--- config.mk ---
export PLATFORM = sky130hd
export DESIGN_NAME = bus_arbiter
export DESIGN_NICKNAME = d
export VERILOG_FILES = /design/src/rtl/bus_arbiter.sv
export SDC_FILE = /design/constraint.sdc
export NUM_CORES = 1
export LEC_CHECK = 0
export ABC_AREA = 1
export BUFFER_PORTS_ARGS = -buffer_cell sky130_fd_sc_hd__buf_2
export CAP_MARGIN = 0
export CELL_PAD_IN_SITES_DETAIL_PLACEMENT = 1
export CELL_PAD_IN_SITES_GLOBAL_PLACEMENT = 1
export CORE_MARGIN = 2
export CORE_UTILIZATION = 28
export CTS_CLUSTER_DIAMETER = 50
export DETAILED_ROUTE_END_ITERATION = 7
export GPL_ROUTABILITY_DRIVEN = 0
export PLACE_DENSITY = 0.75
export REMOVE_ABC_BUFFERS = 1
export SLEW_MARGIN = 20
export SYNTH_ARGS = -nofsm -noshare
export SYNTH_HDL_FRONTEND = slang
export SYNTH_SLANG_ARGS = --single-unit
--- constraint.sdc ---
create_clock -name clk -period 1.2 [get_ports clk]
set_clock_uncertainty 0.05 [all_clocks]
set_input_delay 0.24 -clock clk [delete_from_list [all_inputs] [get_ports clk]]
set_output_delay 0.24 -clock clk [all_outputs]
set_load 0.01 [all_outputs]
--- src/rtl/bus_arbiter.sv ---
// Two-port (instruction / data) arbiter onto one shared memory port.
// Only one memory transaction is outstanding; ties go round-robin or always to I.
module bus_arbiter #(
   parameter bit RR_EN = 1'b1
) (
   input  logic        clk,
   input  logic        resetn,
   input  logic        i_valid,
   output logic        i_ready,
   input  logic [31:0] i_addr,
   input  logic [31:0] i_wdata,
   input  logic [3:0]  i_wstrb,
   output logic [31:0] i_rdata,
   input  logic        d_valid,
   output logic        d_ready,
   input  logic [31:0] d_addr,
   input  logic [31:0] d_wdata,
   input  logic [3:0]  d_wstrb,
   output logic [31:0] d_rdata,
   output logic        m_valid,
   input  logic        m_ready,
   output logic [31:0] m_addr,
   output logic [31:0] m_wdata,
   output logic [3:0]  m_wstrb,
   input  logic [31:0] m_rdata
);

   typedef enum logic [1:0] {
      ST_IDLE = 2'd0,
      ST_BUSY = 2'd1,
      ST_RESP = 2'd2
   } state_e;

   localparam logic GNT_I = 1'b0;
   localparam logic GNT_D = 1'b1;

   state_e      state_q, state_d;
   logic        grant_q, grant_d;
   logic        last_grant_q, last_grant_d;
   logic        m_valid_q, m_valid_d;
   logic [31:0] m_addr_q, m_addr_d;
   logic [31:0] m_wdata_q, m_wdata_d;
   logic [3:0]  m_wstrb_q, m_wstrb_d;
   logic        i_ready_q, i_ready_d;
   logic        d_ready_q, d_ready_d;
   logic [31:0] i_rdata_q, i_rdata_d;
   logic [31:0] d_rdata_q, d_rdata_d;
   logic        pick;

   // State and output registers; last_grant resets to D so the first tie goes to I.
   always_ff @(posedge clk) begin
      if (!resetn) begin
         state_q      <= ST_IDLE;
         grant_q      <= GNT_I;
         last_grant_q <= GNT_D;
         m_valid_q    <= 1'b0;
         m_addr_q     <= 32'h0000_0000;
         m_wdata_q    <= 32'h0000_0000;
         m_wstrb_q    <= 4'h0;
         i_ready_q    <= 1'b0;
         d_ready_q    <= 1'b0;
         i_rdata_q    <= 32'h0000_0000;
         d_rdata_q    <= 32'h0000_0000;
      end else begin
         state_q      <= state_d;
         grant_q      <= grant_d;
         last_grant_q <= last_grant_d;
         m_valid_q    <= m_valid_d;
         m_addr_q     <= m_addr_d;
         m_wdata_q    <= m_wdata_d;
         m_wstrb_q    <= m_wstrb_d;
         i_ready_q    <= i_ready_d;
         d_ready_q    <= d_ready_d;
         i_rdata_q    <= i_rdata_d;
         d_rdata_q    <= d_rdata_d;
      end
   end

   // Next-state logic: arbitrate in IDLE, wait for memory in BUSY, one ready cycle in RESP.
   always_comb begin
      state_d      = state_q;
      grant_d      = grant_q;
      last_grant_d = last_grant_q;
      m_valid_d    = m_valid_q;
      m_addr_d     = m_addr_q;
      m_wdata_d    = m_wdata_q;
      m_wstrb_d    = m_wstrb_q;
      i_ready_d    = 1'b0;
      d_ready_d    = 1'b0;
      i_rdata_d    = i_rdata_q;
      d_rdata_d    = d_rdata_q;
      pick         = GNT_I;

      case (state_q)
         ST_IDLE: begin
            if (i_valid && d_valid) begin
               if (RR_EN == 1'b1) begin
                  pick = ~last_grant_q;
               end else begin
                  pick = GNT_I;
               end
            end else if (d_valid) begin
               pick = GNT_D;
            end else begin
               pick = GNT_I;
            end

            if (i_valid || d_valid) begin
               state_d      = ST_BUSY;
               m_valid_d    = 1'b1;
               grant_d      = pick;
               last_grant_d = pick;
               if (pick == GNT_D) begin
                  m_addr_d  = d_addr;
                  m_wdata_d = d_wdata;
                  m_wstrb_d = d_wstrb;
               end else begin
                  m_addr_d  = i_addr;
                  m_wdata_d = i_wdata;
                  m_wstrb_d = i_wstrb;
               end
            end else begin
               state_d = ST_IDLE;
            end
         end
         ST_BUSY: begin
            // Completion is taken even if the granted requester has dropped valid.
            if (m_ready) begin
               state_d   = ST_RESP;
               m_valid_d = 1'b0;
               if (grant_q == GNT_D) begin
                  d_ready_d = 1'b1;
                  d_rdata_d = m_rdata;
               end else begin
                  i_ready_d = 1'b1;
                  i_rdata_d = m_rdata;
               end
            end else begin
               state_d = ST_BUSY;
            end
         end
         ST_RESP: begin
            state_d = ST_IDLE;
         end
         default: begin
            state_d = ST_IDLE;
         end
      endcase
   end

   assign i_ready = i_ready_q;
   assign d_ready = d_ready_q;
   assign i_rdata = i_rdata_q;
   assign d_rdata = d_rdata_q;
   assign m_valid = m_valid_q;
   assign m_addr  = m_addr_q;
   assign m_wdata = m_wdata_q;
   assign m_wstrb = m_wstrb_q;

endmodule

Word-level counts from Yosys, hierarchy flattened
Cells that the tools add are included.
{"block": "word_totals", "inputBits": 173, "out_inout_bits": 135, "wordCells": 39, "reg_bits": 139}
{"block": "classes", "n_mux": 14, "n_bitwise": 2, "n_reduce_logical": 9, "eq_ne": 3}
{"operator": "$mux 32", "n": 2}
{"operator": "$reduce_and 3->1", "n": 4}
{"operator": "$mux 1", "n": 8}
{"operator": "$mux 4", "n": 1}
{"operator": "$ne 2x2->1 const B", "n": 2}
{"operator": "$pmux 2 s2", "n": 1}
{"operator": "$eq 2x1->1 const B", "n": 1}
{"operator": "$logic_not 2->1", "n": 1}
{"operator": "$mux 2", "n": 1}
{"operator": "$not 1->1", "n": 2}
{"operator": "$pmux 1 s2", "n": 1}
{"operator": "$reduce_and 2->1", "n": 1}
{"operator": "$reduce_bool 2->1", "n": 1}
{"operator": "$logic_and 1x1->1", "n": 1}
{"operator": "$logic_or 1x1->1", "n": 1}

Depth between registers and ports, before layout
{"block": "depth", "ltp_word": 4, "depth_mapped": 8, "mapped_depth_nobuf": 6}

Worst setup path before layout
OpenSTA, ideal clock, no wires.
{"block": "synth_timing", "path_kind": "reg-to-reg", "startpoint": "register state_q[0]", "endpoint": "register d_rdata_q[12], in the netlist d_rdata[12]", "period_less_slack_ns": 1.158, "setup_ns": 0.116, "n_path_buf": 1, "slack_ns": 0.042, "required_ns": 1.034, "stages_incl_launch_ff": 7, "arrival_ns": 0.992, "path_cell_list": "dfxtp_1 > inv_2 > nor2_4 > nand2_2 > clkbuf_1 > o21ai_0 > nor2_1"}
{"block": "synth_between", "elab_chain_len": 2}
{"element": "from (decl)", "line_no": "37", "source": "state_e state_q, state_d;"}
{"element": "from (signal assigned)", "line_no": "65", "source": "state_q <= state_d;"}
{"element": "$eq 2x1->1", "line_no": "94", "source": "case (state_q)"}
{"element": "$reduce_and 3->1 (no source line)"}
{"element": "to (signal assigned)", "line_no": "75", "source": "d_rdata_q <= d_rdata_d;"}
{"element": "to (decl)", "line_no": "47", "source": "logic [31:0] d_rdata_q, d_rdata_d;"}
Every way passes these cells.
A chain may end at the register's enable or synchronous reset.

Worst setup path in the final report
{"block": "layout_timing", "startpoint": "register state_q[1]", "endpoint": "register m_addr_q[30], in the netlist m_addr[30]"}
{"block": "layout_between", "elab_chain_len": 2}
{"element": "$logic_not 2->1", "line_no": "94"}
{"element": "$reduce_and 2->1 (no source line)"}
{"element": "to (signal assigned)", "line_no": "69", "source": "m_addr_q <= m_addr_d;"}
{"element": "to (decl)", "line_no": "41", "source": "logic [31:0] m_addr_q, m_addr_d;"}
Every way passes these cells.

==> flow_summary.yaml <==
outcome:
  status: "finished with violations"
  violations: "setup timing"
critical_path:
  critical_path_arrival_ps: 1620
  critical_path_class: "reg2reg"
  crit_fanout: 15
  critPathRequiredTime_ps: 1490
  rr_worst_depth: 7
  startpoint_type: "flop"
  worstReg2RegStart: "state_q[1]"
  critPathLaunch: "state_q[1]"
  endpoint_kind: "flop"
placement:
  place_ws_ps: -80.2
  io_buffers: 307
  dp_hpwl_mm: 16.7
min_path:
  hold_class: "in2reg"
  worstHoldStart: "m_rdata[13]"
  hold_path_depth: 3
power_and_ir_drop:
  total_power_uw: 14200
  peakVddDrop_uv: 646
  power.leakage_uw: 0.00576
  power_density_mw_per_mm2: 1330
sta:
  finalSetupViolCount: 137
  rsz0062_at_grt: "yes"
  final_max_slew_viol_count: 0
  max_freq_mhz: 753
  tightest_slew_ps: 269
  timing.hold.ws_ps: 30.1
  finalSetupTns_ps: -10300
  finalWorstSetupSlack_ps: -127
  slew_headroom: 0.820
  hold_violations: 0
  fin_crit_sh: 1.11
  fin_crit_ps: 1330
logic_synthesis:
  ys_seq_elements: 139
  ys.warnings.count: 0
  synth_top_flop_cell: "dfxtp_1"
  synth_cell_types: 19
  synth_cells: 1070
  avgSynthCellArea_um2: 6.13
  synth.most_common_cell: "nor2_1"
  synth_edf_count: 0
  synthTopCellsByArea: "dfxtp_1, nor2_1, nand2_1, inv_1, nand3b_1"
  ys_seq_area_frac: 0.424
  synth_area_mm2: 0.00656
  synth_top_cell_by_area: "dfxtp_1"
  netlist_top_cells_count: "nor2_1, nand2_1, inv_1, dfxtp_1"
  synth_top_area_frac: 0.424
  async_reset_ff_frac: 0
cells_and_area:
  fin_nets: 1575
  final_layout_size_suffix_gt1_frac: 0.428
  regArea_mm2: 0.00294
  fillCellCount: 2998
  antenna_cells: 0
  fin_util: 0.460
  area_growth_pct: 63.1
  multi_input_area_mm2: 0.00330
global_routing:
  grt_pass1_vias: 7056
  grt_max_degree: 50
  overflow: 0
  grt_pass1_wl_mm: 35.2
  antenna_found_initial: 4
  track_usage: 0.180
floorplan:
  die_x_um: 157
  start_util: 0.282
  core_area_mm2: 0.0233
  die_h_um: 157
  die-area_mm2: 0.0247
  rows: 56
  io_pins: 308
clock_tree:
  clock_latency_ps: 410
  cts_root_buffer: "clkbuf_16"
  cts_hold_buf: 0
  h-tree-depth: 4
  clk_path_buf_depth: 2
  cts_tree: "built"
  clk_pin_slew_worst_paths_ps: 70
  cts_sinks: 139
  cts_made_buffers: 17
detailed_routing:
  ant_nets: 0
  wirelength_mm: 27.5
  dr.pass1.iters: 4
  num_vias: 7607
  first_iter_violations: 296
  vias_per_cell: 4.39
  post_drt_wl_per_cell_um: 15.9
  drcViolationCount: 0
run:
  maxCapViolations: 0
-- where the power goes --
| part | total [µW] | internal, µW | switching (µW) |
|---|---|---|---|
| clock network | 5290 | 2930 | 2360 |
| logic | 3630 | 1680 | 1950 |
| registers | 5310 | 5070 | 247 |
| total | 14200 | 9680 | 4560 |
-- stage by stage --
step / instances / cell area, µm²
2_1_floorplan: 1011 / 6250
3_3_place_gp: 1667 / 8620
3_5_place_dp: 1667 / 8620
4_1_cts: 1703 / 9420
5_1_grt: 1734 / 10700
6_report: 1734 / 10700
-- cell usage in the layout, fill, tap and decap left out, drive strengths merged --
cell type / count
a21oi: 3
buf: 355
bufinv: 1
clkbuf: 33
clkinv: 2
clkinvlp: 4
dfxtp: 139
inv: 153
nand2: 319
nand3: 1
nand3b: 32
nor2: 339
nor3: 2
o21ai: 32
-- cell type report --
class,instances,share of cell area
Clock buffer,17,0.0397
Clock inverter,15,0.0139
Inverter,145,0.0523
Multi-Input combinational cell,728,0.308
Sequential cell,139,0.275
Tap cell,319,0.0373
Timing Repair Buffer,371,0.274
-- worst max-delay path, cell delays in order (launching register included) --
cell and delay (ps):
dfxtp_4 370, buf_6 120, nor2_4 160, nand2_8 130, clkbuf_16 220, nand2_1 70, nand2_1 40, nor2_1 100
-- flip-flops by register name, indices dropped and copies added (netlist names), 2 cells and up --
signal   flops
m_wdata     32
state_q      2
i_rdata     32
d_rdata     32
m_wstrb      4
m_addr      32
-- metal layers --
layer	part of all wire	routed length, µm	up-vias	GRT usage
met2	0.50	13700	267	0.316
met5	0.0016	44	-	0
met1	0.40	11100	3513	0.207
li1	-	-	3784	-
met3	0.083	2280	37	0.0655
met4	0.015	422	6	0.0446
-- cells by family (layout without fill, tap and decap cells) --
family	Yosys count	in the layout	synth area share
DFF	139	139	0.424
AOI/OAI and AO/OA	35	35	0.0267
buffers and inverters	204	548	0.131
and+or+nand+nor	692	693	0.418
-- repair_timing --
item / 4_1_cts / 5_1_grt
pin swaps: 0 / 34
resized for setup: 74 / 255
buffers inserted: 3 / 10
setup endpoints to repair: 181 / 238
endpoints found under the hold margin: 0 / 0
cloned: 1 / 22
-- worst paths after layout --
check                end  slack [ps]
max           m_addr[30]        -130
min          d_rdata[13]          30
max reg2reg   m_addr[30]        -130
min reg2reg   i_rdata[3]         410
Power figures use the tool's default switching activity.
